`config.mk`:
```
export PLATFORM = sky130hd
export DESIGN_NAME = bullet_hit_resolver
export DESIGN_NICKNAME = d
export VERILOG_FILES = /design/src/rtl/bullet_hit_resolver_pkg.sv /design/src/rtl/bullet_hit_resolver_hit_box_cmp.sv /design/src/rtl/bullet_hit_resolver.sv
export SDC_FILE = /design/constraint.sdc
export NUM_CORES = 1
export LEC_CHECK = 0
export BUFFER_PORTS_ARGS = -buffer_cell sky130_fd_sc_hd__buf_2
export CORE_AREA = 2 2 511 513
export DETAILED_ROUTE_END_ITERATION = 16
export DIE_AREA = 0 0 513 515
export GPL_ROUTABILITY_DRIVEN = 0
export PLACE_DENSITY = 0.3
export SLEW_MARGIN = 20
export SYNTH_ARGS = -nofsm -noshare
export SYNTH_HDL_FRONTEND = slang
export SYNTH_HIERARCHICAL = 1
export SYNTH_SLANG_ARGS = --single-unit
```
`constraint.sdc`:
```
create_clock -name i_Clk -period 11 [get_ports i_Clk]
set_input_delay 2.2 -clock i_Clk [delete_from_list [all_inputs] [get_ports i_Clk]]
set_output_delay 2.2 -clock i_Clk [all_outputs]
set_load 0.01 [all_outputs]
```
`src/rtl/bullet_hit_resolver_pkg.sv`:
```
// rtl/bullet_hit_resolver_pkg.sv - shared game constants, position field helpers and resolver FSM states.
package bullet_hit_resolver_pkg;

    localparam int POS_W = 19;
    localparam int X_W   = 10;
    localparam int Y_W   = 9;

    localparam int MAX_ENEMY         = 15;
    localparam int MAX_PLAYER_BULLET = 15;
    localparam int MAX_ENEMY_BULLET  = 30;

    localparam int HIT_X = 8;
    localparam int HIT_Y = 8;

    localparam int PB_IDX_W   = $clog2(MAX_PLAYER_BULLET);
    localparam int EN_IDX_W   = $clog2(MAX_ENEMY);
    localparam int EB_IDX_W   = $clog2(MAX_ENEMY_BULLET);
    localparam int KILL_CNT_W = $clog2(MAX_ENEMY + 1);

    typedef enum logic [1:0] {
        IDLE    = 2'd0,
        SCAN_PB = 2'd1,
        SCAN_EB = 2'd2,
        REPORT  = 2'd3
    } state_t;

    function automatic logic [X_W-1:0] posX(input logic [POS_W-1:0] pos);
        return pos[POS_W-1:Y_W];
    endfunction

    function automatic logic [Y_W-1:0] posY(input logic [POS_W-1:0] pos);
        return pos[Y_W-1:0];
    endfunction

    function automatic logic [KILL_CNT_W-1:0] countOnes(input logic [MAX_ENEMY-1:0] mask);
        logic [KILL_CNT_W-1:0] cnt;
        cnt = '0;
        for (int i = 0; i < MAX_ENEMY; i++) begin
            cnt = cnt + KILL_CNT_W'(mask[i]);
        end
        return cnt;
    endfunction

endpackage

```
`src/rtl/bullet_hit_resolver_hit_box_cmp.sv`:
```
// rtl/bullet_hit_resolver_hit_box_cmp.sv - combinational hit-box overlap of two packed positions.
module hit_box_cmp
    import bullet_hit_resolver_pkg::*;
(
    input  logic [POS_W-1:0] posA,
    input  logic [POS_W-1:0] posB,
    output logic             overlap
);

    logic [X_W:0] dx;
    logic [Y_W:0] dy;
    logic [X_W:0] absDx;
    logic [Y_W:0] absDy;

    // One extra bit keeps the sign so coordinates never wrap across the screen edge.
    assign dx = {1'b0, posX(posA)} - {1'b0, posX(posB)};
    assign dy = {1'b0, posY(posA)} - {1'b0, posY(posB)};

    assign absDx = dx[X_W] ? (~dx + 1'b1) : dx;
    assign absDy = dy[Y_W] ? (~dy + 1'b1) : dy;

    assign overlap = (absDx <= (X_W+1)'(HIT_X)) && (absDy <= (Y_W+1)'(HIT_Y));

endmodule

```
`src/rtl/bullet_hit_resolver.sv`:
```
// rtl/bullet_hit_resolver.sv - per-frame bullet/enemy/player collision scan with kill masks and score.
// BULLET_HIT_GODMODE_EN removes the enemy-bullet-vs-player phase.
module bullet_hit_resolver
    import bullet_hit_resolver_pkg::*;
(
    input  logic                               i_Clk,
    input  logic                               i_Rst,
    input  logic                               i_Frame,
    input  logic [MAX_ENEMY-1:0]               i_EnemyState,
    input  logic [MAX_ENEMY*POS_W-1:0]         i_EnemyPos,
    input  logic                               i_PlayerState,
    input  logic [POS_W-1:0]                   i_PlayerPos,
    input  logic [MAX_PLAYER_BULLET-1:0]       i_PlayerBulletState,
    input  logic [MAX_PLAYER_BULLET*POS_W-1:0] i_PlayerBulletPos,
    input  logic [MAX_ENEMY_BULLET-1:0]        i_EnemyBulletState,
    input  logic [MAX_ENEMY_BULLET*POS_W-1:0]  i_EnemyBulletPos,
    output logic                               o_Busy,
    output logic                               o_Done,
    output logic [MAX_ENEMY-1:0]               o_EnemyKill,
    output logic [MAX_PLAYER_BULLET-1:0]       o_PlayerBulletHit,
    output logic [MAX_ENEMY_BULLET-1:0]        o_EnemyBulletHit,
    output logic                               o_PlayerHit,
    output logic [15:0]                        o_Score
);

    localparam logic [PB_IDX_W-1:0] PB_LAST = PB_IDX_W'(MAX_PLAYER_BULLET - 1);
    localparam logic [EN_IDX_W-1:0] EN_LAST = EN_IDX_W'(MAX_ENEMY - 1);

    state_t                       state;
    logic [PB_IDX_W-1:0]          pIdx;
    logic [EN_IDX_W-1:0]          eIdx;
    logic [MAX_ENEMY-1:0]         killAcc;
    logic [MAX_PLAYER_BULLET-1:0] pbAcc;
    logic [MAX_ENEMY-1:0]         killNext;
    logic [MAX_PLAYER_BULLET-1:0] pbNext;

    logic [POS_W-1:0] enemyPosArr  [MAX_ENEMY];
    logic [POS_W-1:0] pBulletPosArr[MAX_PLAYER_BULLET];

    logic [POS_W-1:0] cmpA;
    logic [POS_W-1:0] cmpB;
    logic             overlap;
    logic             pbHit;

    logic [16:0]      scoreSum;

    for (genvar i = 0; i < MAX_ENEMY; i++) begin : g_enemyPos
        assign enemyPosArr[i] = i_EnemyPos[i*POS_W +: POS_W];
    end

    for (genvar i = 0; i < MAX_PLAYER_BULLET; i++) begin : g_pBulletPos
        assign pBulletPosArr[i] = i_PlayerBulletPos[i*POS_W +: POS_W];
    end

`ifndef BULLET_HIT_GODMODE_EN
    localparam logic [EB_IDX_W-1:0] EB_LAST = EB_IDX_W'(MAX_ENEMY_BULLET - 1);

    logic [EB_IDX_W-1:0]         bIdx;
    logic [MAX_ENEMY_BULLET-1:0] ebAcc;
    logic [MAX_ENEMY_BULLET-1:0] ebNext;
    logic                        phAcc;
    logic                        phNext;
    logic                        ebHit;
    logic [POS_W-1:0]            eBulletPosArr[MAX_ENEMY_BULLET];

    for (genvar i = 0; i < MAX_ENEMY_BULLET; i++) begin : g_eBulletPos
        assign eBulletPosArr[i] = i_EnemyBulletPos[i*POS_W +: POS_W];
    end

    // The single comparator is time-shared: bullet/enemy pairs first, then bullet/player.
    assign cmpA = (state == SCAN_EB) ? eBulletPosArr[bIdx] : pBulletPosArr[pIdx];
    assign cmpB = (state == SCAN_EB) ? i_PlayerPos         : enemyPosArr[eIdx];

    assign ebHit = (state == SCAN_EB) && i_EnemyBulletState[bIdx] && i_PlayerState && overlap;

    always_comb begin
        ebNext = ebAcc;
        phNext = phAcc | ebHit;
        if (ebHit) begin
            ebNext[bIdx] = 1'b1;
        end
    end
`else
    assign cmpA = pBulletPosArr[pIdx];
    assign cmpB = enemyPosArr[eIdx];

    assign o_PlayerHit      = 1'b0;
    assign o_EnemyBulletHit = '0;
`endif

    hit_box_cmp u_hitBoxCmp (
        .posA    (cmpA),
        .posB    (cmpB),
        .overlap (overlap)
    );

    // Already-consumed bullets and already-killed enemies drop out, so lowest index wins both ways.
    assign pbHit = (state == SCAN_PB) && i_PlayerBulletState[pIdx] && i_EnemyState[eIdx] &&
                   !pbAcc[pIdx] && !killAcc[eIdx] && overlap;

    always_comb begin
        killNext = killAcc;
        pbNext   = pbAcc;
        if (pbHit) begin
            killNext[eIdx] = 1'b1;
            pbNext[pIdx]   = 1'b1;
        end
    end

    assign scoreSum = {1'b0, o_Score} + 17'(countOnes(o_EnemyKill));

    always_ff @(posedge i_Clk or negedge i_Rst) begin
        if (!i_Rst) begin
            state             <= IDLE;
            pIdx              <= '0;
            eIdx              <= '0;
            killAcc           <= '0;
            pbAcc             <= '0;
            o_Busy            <= 1'b0;
            o_Done            <= 1'b0;
            o_EnemyKill       <= '0;
            o_PlayerBulletHit <= '0;
            o_Score           <= '0;
`ifndef BULLET_HIT_GODMODE_EN
            bIdx              <= '0;
            ebAcc             <= '0;
            phAcc             <= 1'b0;
            o_EnemyBulletHit  <= '0;
            o_PlayerHit       <= 1'b0;
`endif
        end else begin
            o_Done            <= 1'b0;
            o_EnemyKill       <= '0;
            o_PlayerBulletHit <= '0;
`ifndef BULLET_HIT_GODMODE_EN
            o_EnemyBulletHit  <= '0;
            o_PlayerHit       <= 1'b0;
`endif
            case (state)
                IDLE: begin
                    if (i_Frame) begin
                        state   <= SCAN_PB;
                        pIdx    <= '0;
                        eIdx    <= '0;
                        killAcc <= '0;
                        pbAcc   <= '0;
                        o_Busy  <= 1'b1;
`ifndef BULLET_HIT_GODMODE_EN
                        bIdx    <= '0;
                        ebAcc   <= '0;
                        phAcc   <= 1'b0;
`endif
                    end
                end
                SCAN_PB: begin
                    killAcc <= killNext;
                    pbAcc   <= pbNext;
                    if (eIdx == EN_LAST) begin
                        eIdx <= '0;
                        if (pIdx == PB_LAST) begin
`ifdef BULLET_HIT_GODMODE_EN
                            state             <= REPORT;
                            o_Done            <= 1'b1;
                            o_EnemyKill       <= killNext;
                            o_PlayerBulletHit <= pbNext;
`else
                            state <= SCAN_EB;
                            bIdx  <= '0;
`endif
                        end else begin
                            pIdx <= pIdx + 1'b1;
                        end
                    end else begin
                        eIdx <= eIdx + 1'b1;
                    end
                end
`ifndef BULLET_HIT_GODMODE_EN
                SCAN_EB: begin
                    ebAcc <= ebNext;
                    phAcc <= phNext;
                    if (bIdx == EB_LAST) begin
                        state             <= REPORT;
                        o_Done            <= 1'b1;
                        o_EnemyKill       <= killAcc;
                        o_PlayerBulletHit <= pbAcc;
                        o_EnemyBulletHit  <= ebNext;
                        o_PlayerHit       <= phNext;
                    end else begin
                        bIdx <= bIdx + 1'b1;
                    end
                end
`endif
                REPORT: begin
                    state   <= IDLE;
                    o_Busy  <= 1'b0;
                    o_Score <= scoreSum[16] ? 16'hFFFF : scoreSum[15:0];
                end
                default: begin
                    state  <= IDLE;
                    o_Busy <= 1'b0;
                end
            endcase
        end
    end

endmodule

```
==> summary.txt <==
Worst setup path
  • CP Max Fanout: 9
  • CP max-delay cell: mux2i_1
  • Critical path class: in -> reg
  • Slowest cell delay on critical path: 0.74 ns
  • CP Buf/Inv Count: 2
  • Crit end category: flip-flop
  • Startpoint Class: input port
  • Arrival @ worst endpoint: 8.98 ns
  • Most frequent CP cell: o22ai_1
  • Cell Chain, Critical Path: buf_2, mux4_2, mux2i_1, o22ai_1, a2111oi_0, a21oi_1, inv_1, ha_1, o2111ai_1, a31o_2, xor2_1, nand3_2, o41ai_2, o22ai_1, nor3_2, nand3_1, nor2b_1, nand4_1, o21ai_0
  • CP required: 11.38 ns
  • Critical path's top delay family: compound AO/OA/AOI/OAI gates

Yosys
  • Synth warn: 6
  • Number of flops mapped to enable cells by yosys: 0
  • Synth cell types: 85
  • #FFs+latches synth: 155
  • Synth Area per Inst: approximately 11 µm²
  • Yosys top cell by area: mux4_2
  • Mapped Cells: approximately 1.7k
  • Sequential area share after synthesis: 0.217
  • Synth Net Count: 2937
  • Cell area after synthesis: 0.0179 mm²
  • Async set-reset flop share out of synthesis: 1.00
  • Synth area leaders: mux4_2 36%, dfrtp_1 22%, mux2i_1 4.3%
  • Prevailing post-synth register cell: dfrtp_1
  • Synth top area share: 0.357

Floorplan
  • Die ar.: 0.264 mm²
  • Core area: 0.259 mm²
  • DIE WIDTH: 513 µm
  • Cell Rows: 187
  • Die H: 515 µm
  • Initial Util: 0.0691
  • IO Pins: 1302

STA
  • Setup_tns: 0 ns
  • Clock skew: 0.0138 ns
  • Hold Fails Final Rpt: 0
  • Max Clk Rate: 116 MHz
  • RSZ-0062 raised after global routing: no
  • Slew HR: 0.272
  • Final worst-path cycle share: 0.781
  • Final Critical Period: between 8 and 9 ns
  • Worst-Margin Slew: 1.09 ns
  • Hold slack: 0.482 ns
  • Slew Limit Fails: 0
  • Final WS setup: 2.41 ns
  • Final setup vio count: 0

Clock tree
  • Post-cts sizing count: 0
  • Postcts setup bufs: 0
  • H-tree depth: 4
  • Clock sink count: approximately 160
  • TritonCTS Buffers: 17
  • Skew-Pair Late Insertion Delay: 0.47 ns
  • CTS root buf: clkbuf_16
  • CTS clk-pin slew, worst paths: roughly 0.08 ns
  • Longest Clk Path Bufs: 2
  • TritonCTS clock tree: built
  • CTS Hold Bufs: 0

Layout
  • Share of cells above drive strength 1: 0.599
  • Most frequent cells in the layout: 1300 x buf_2, 283 x mux4_2, 178 x nand2_1, 145 x dfrtp_1, 108 x nor2_1
  • Commonest non-fill, non-tap cell in the layout: buf_2
  • Layout area overhead: 63.9%
  • Layout Nets: 4163
  • Final Non-Filler Cells: 6359
  • Fillers: about 30k

Place
  • Placed cells: 6270
  • Place WS: ~1.5 ns
  • Hpwl dp: 176000 µm
  • # port buffers: 1301

Run status
  • Status: finished, final reports clean

Global routing
  • Largest net degree at the start of global routing: 92
  • Met1 Usage GRT: 0.163
  • GR Overflow Total: 0
  • Vias in the first global route: 22.5k
  • Initial antenna violation count: between 200 and 250
  • GR peak layer: met2
  • Tot GR Track Use: 0.143
  • First-pass GRT wire length: 244000 µm
  • Routing usage on met3: 0.0431
  • M2 GR Usage: 0.256

Power and ir drop
  • Pint: 2.60 mW
  • Net Sw Frac: 0.543
  • Clock power frac: 0.112
  • Logic pwr share: 0.757
  • Peak VDD IR: 143 µV
  • Reg power frac: 0.131
  • Pwr Density: a little under 200 mW/mm²
  • Switching power of the nets: 3.09 mW
  • Pleak: 12.0 nW

Route
  • Routed WL: 196000 µm
  • Pre-antenna DRT Iters: 5
  • Wire per inst: 30.9 µm
  • Final ANT Viol Nets: 0
  • Initial drt markers: 1331
  • Drc violations: 0
  • Vias: 21.5k
  • Vias per cell: 3.38

Worst hold path
  • Hold crit path type: reg -> reg

Run
  • Max-cap violations: 0
[through the flow]
| step | util | total power, mW | area (µm²) |
|---|---|---|---|
| 3_3_place_gp | 0.110 | 5.26 | 28500 |
| 2_1_floorplan | - | 3.30 | 17900 |
| 5_1_grt | 0.113 | 6.17 | 29200 |
| 3_5_place_dp | 0.110 | 5.25 | 28500 |
| 6_report | 0.113 | 5.69 | 29300 |
| 4_1_cts | 0.113 | 5.92 | 29100 |
[state kept, by name, indices dropped and copies added (netlist names)]
register / cells
bIdx: 5
eIdx: 4
ebAcc: 30
killAcc: 15
o_Busy: 1
o_Done: 1
o_EnemyBulletHit: 30
o_EnemyKill: 15
o_PlayerBulletHit: 15
o_PlayerHit: 1
o_Score: 16
pIdx: 4
pbAcc: 15
phAcc: 1
state: 2
[cells in the mapped netlist, drive strengths merged, types with 28 or more instances]
cell type,number
buf,60
a21oi,74
and2,44
dfrtp,155
a22o,35
clkbuf,91
inv,76
nand2,178
nor2,108
ha,40
nand3,28
o21ai,91
mux4,283
mux2i,77
[cell type report]
type	instances	area (µm²)	share of cell area
Antenna cell	57	143	0.00487
Clock buffer	17	425	0.0145
Clock inverter	15	176	0.00603
Inverter	77	289	0.00987
Multi-Input combinational cell	1278	13100	0.447
Sequential cell	155	3910	0.133
Tap cell	3402	4260	0.145
Timing Repair Buffer	1358	6980	0.239
[power groups by stage]
stage               clock network [mW]  registers (mW)  logic (mW)
floorplan                            0           0.623        2.68
global placement                     0           0.769        4.49
detailed placement                   0           0.770        4.48
CTS                              0.666           0.758        4.50
global route                     0.686           0.765        4.72
finish                           0.639           0.746        4.30
[path summary, 6_finish.rpt]
| path | startpoint | to | slack, ns | cells past startpoint |
|---|---|---|---|---|
| min | ebAcc[24] | ebAcc[24] | 0.48 | 2 |
| max reg2reg | bIdx[0] | ebAcc[19] | 2.57 | 22 |
| min in group asynchronous | i_Rst | o_Score[9] | 1.84 | 1 |
| max | i_EnemyPos[13] | ebAcc[19] | 2.41 | 19 |
| max in group asynchronous | i_Rst | bIdx[1] | 7.59 | 2 |
| min reg2reg | ebAcc[24] | ebAcc[24] | 0.48 | 2 |
[metal layers]
metal,vias up,share of wire
li1,9078,-
met4,112,0.035
met3,414,0.076
met1,10700,0.38
met5,-,0.0036
met2,1244,0.50
[worst register-to-register path: cells and delay by family, from the launching register on]
family                   cells  cell delay (ns)
adder cells (fa/ha/maj)      2             0.57
flip-flops                   1             0.89
AND/OR/NAND/NOR              5             2.32
AO/OA/AOI/OAI                9             2.69
buffers and inverters        4             1.15
multiplexers                 1             0.63
XOR/XNOR                     1             0.11
[logic make-up after synthesis]
group                      count (synthesis)  synth area share
buffers and inverters                    228            0.0527
AOI/OAI and AO/OA                        386             0.151
adders and majority gates                 53            0.0426
muxes                                    375             0.410
and+or+nand+nor                          444             0.117
DFF                                      155             0.217
xor gates and xnor gates                  20           0.00981
No activity file was read; power rests on OpenSTA's default activity.
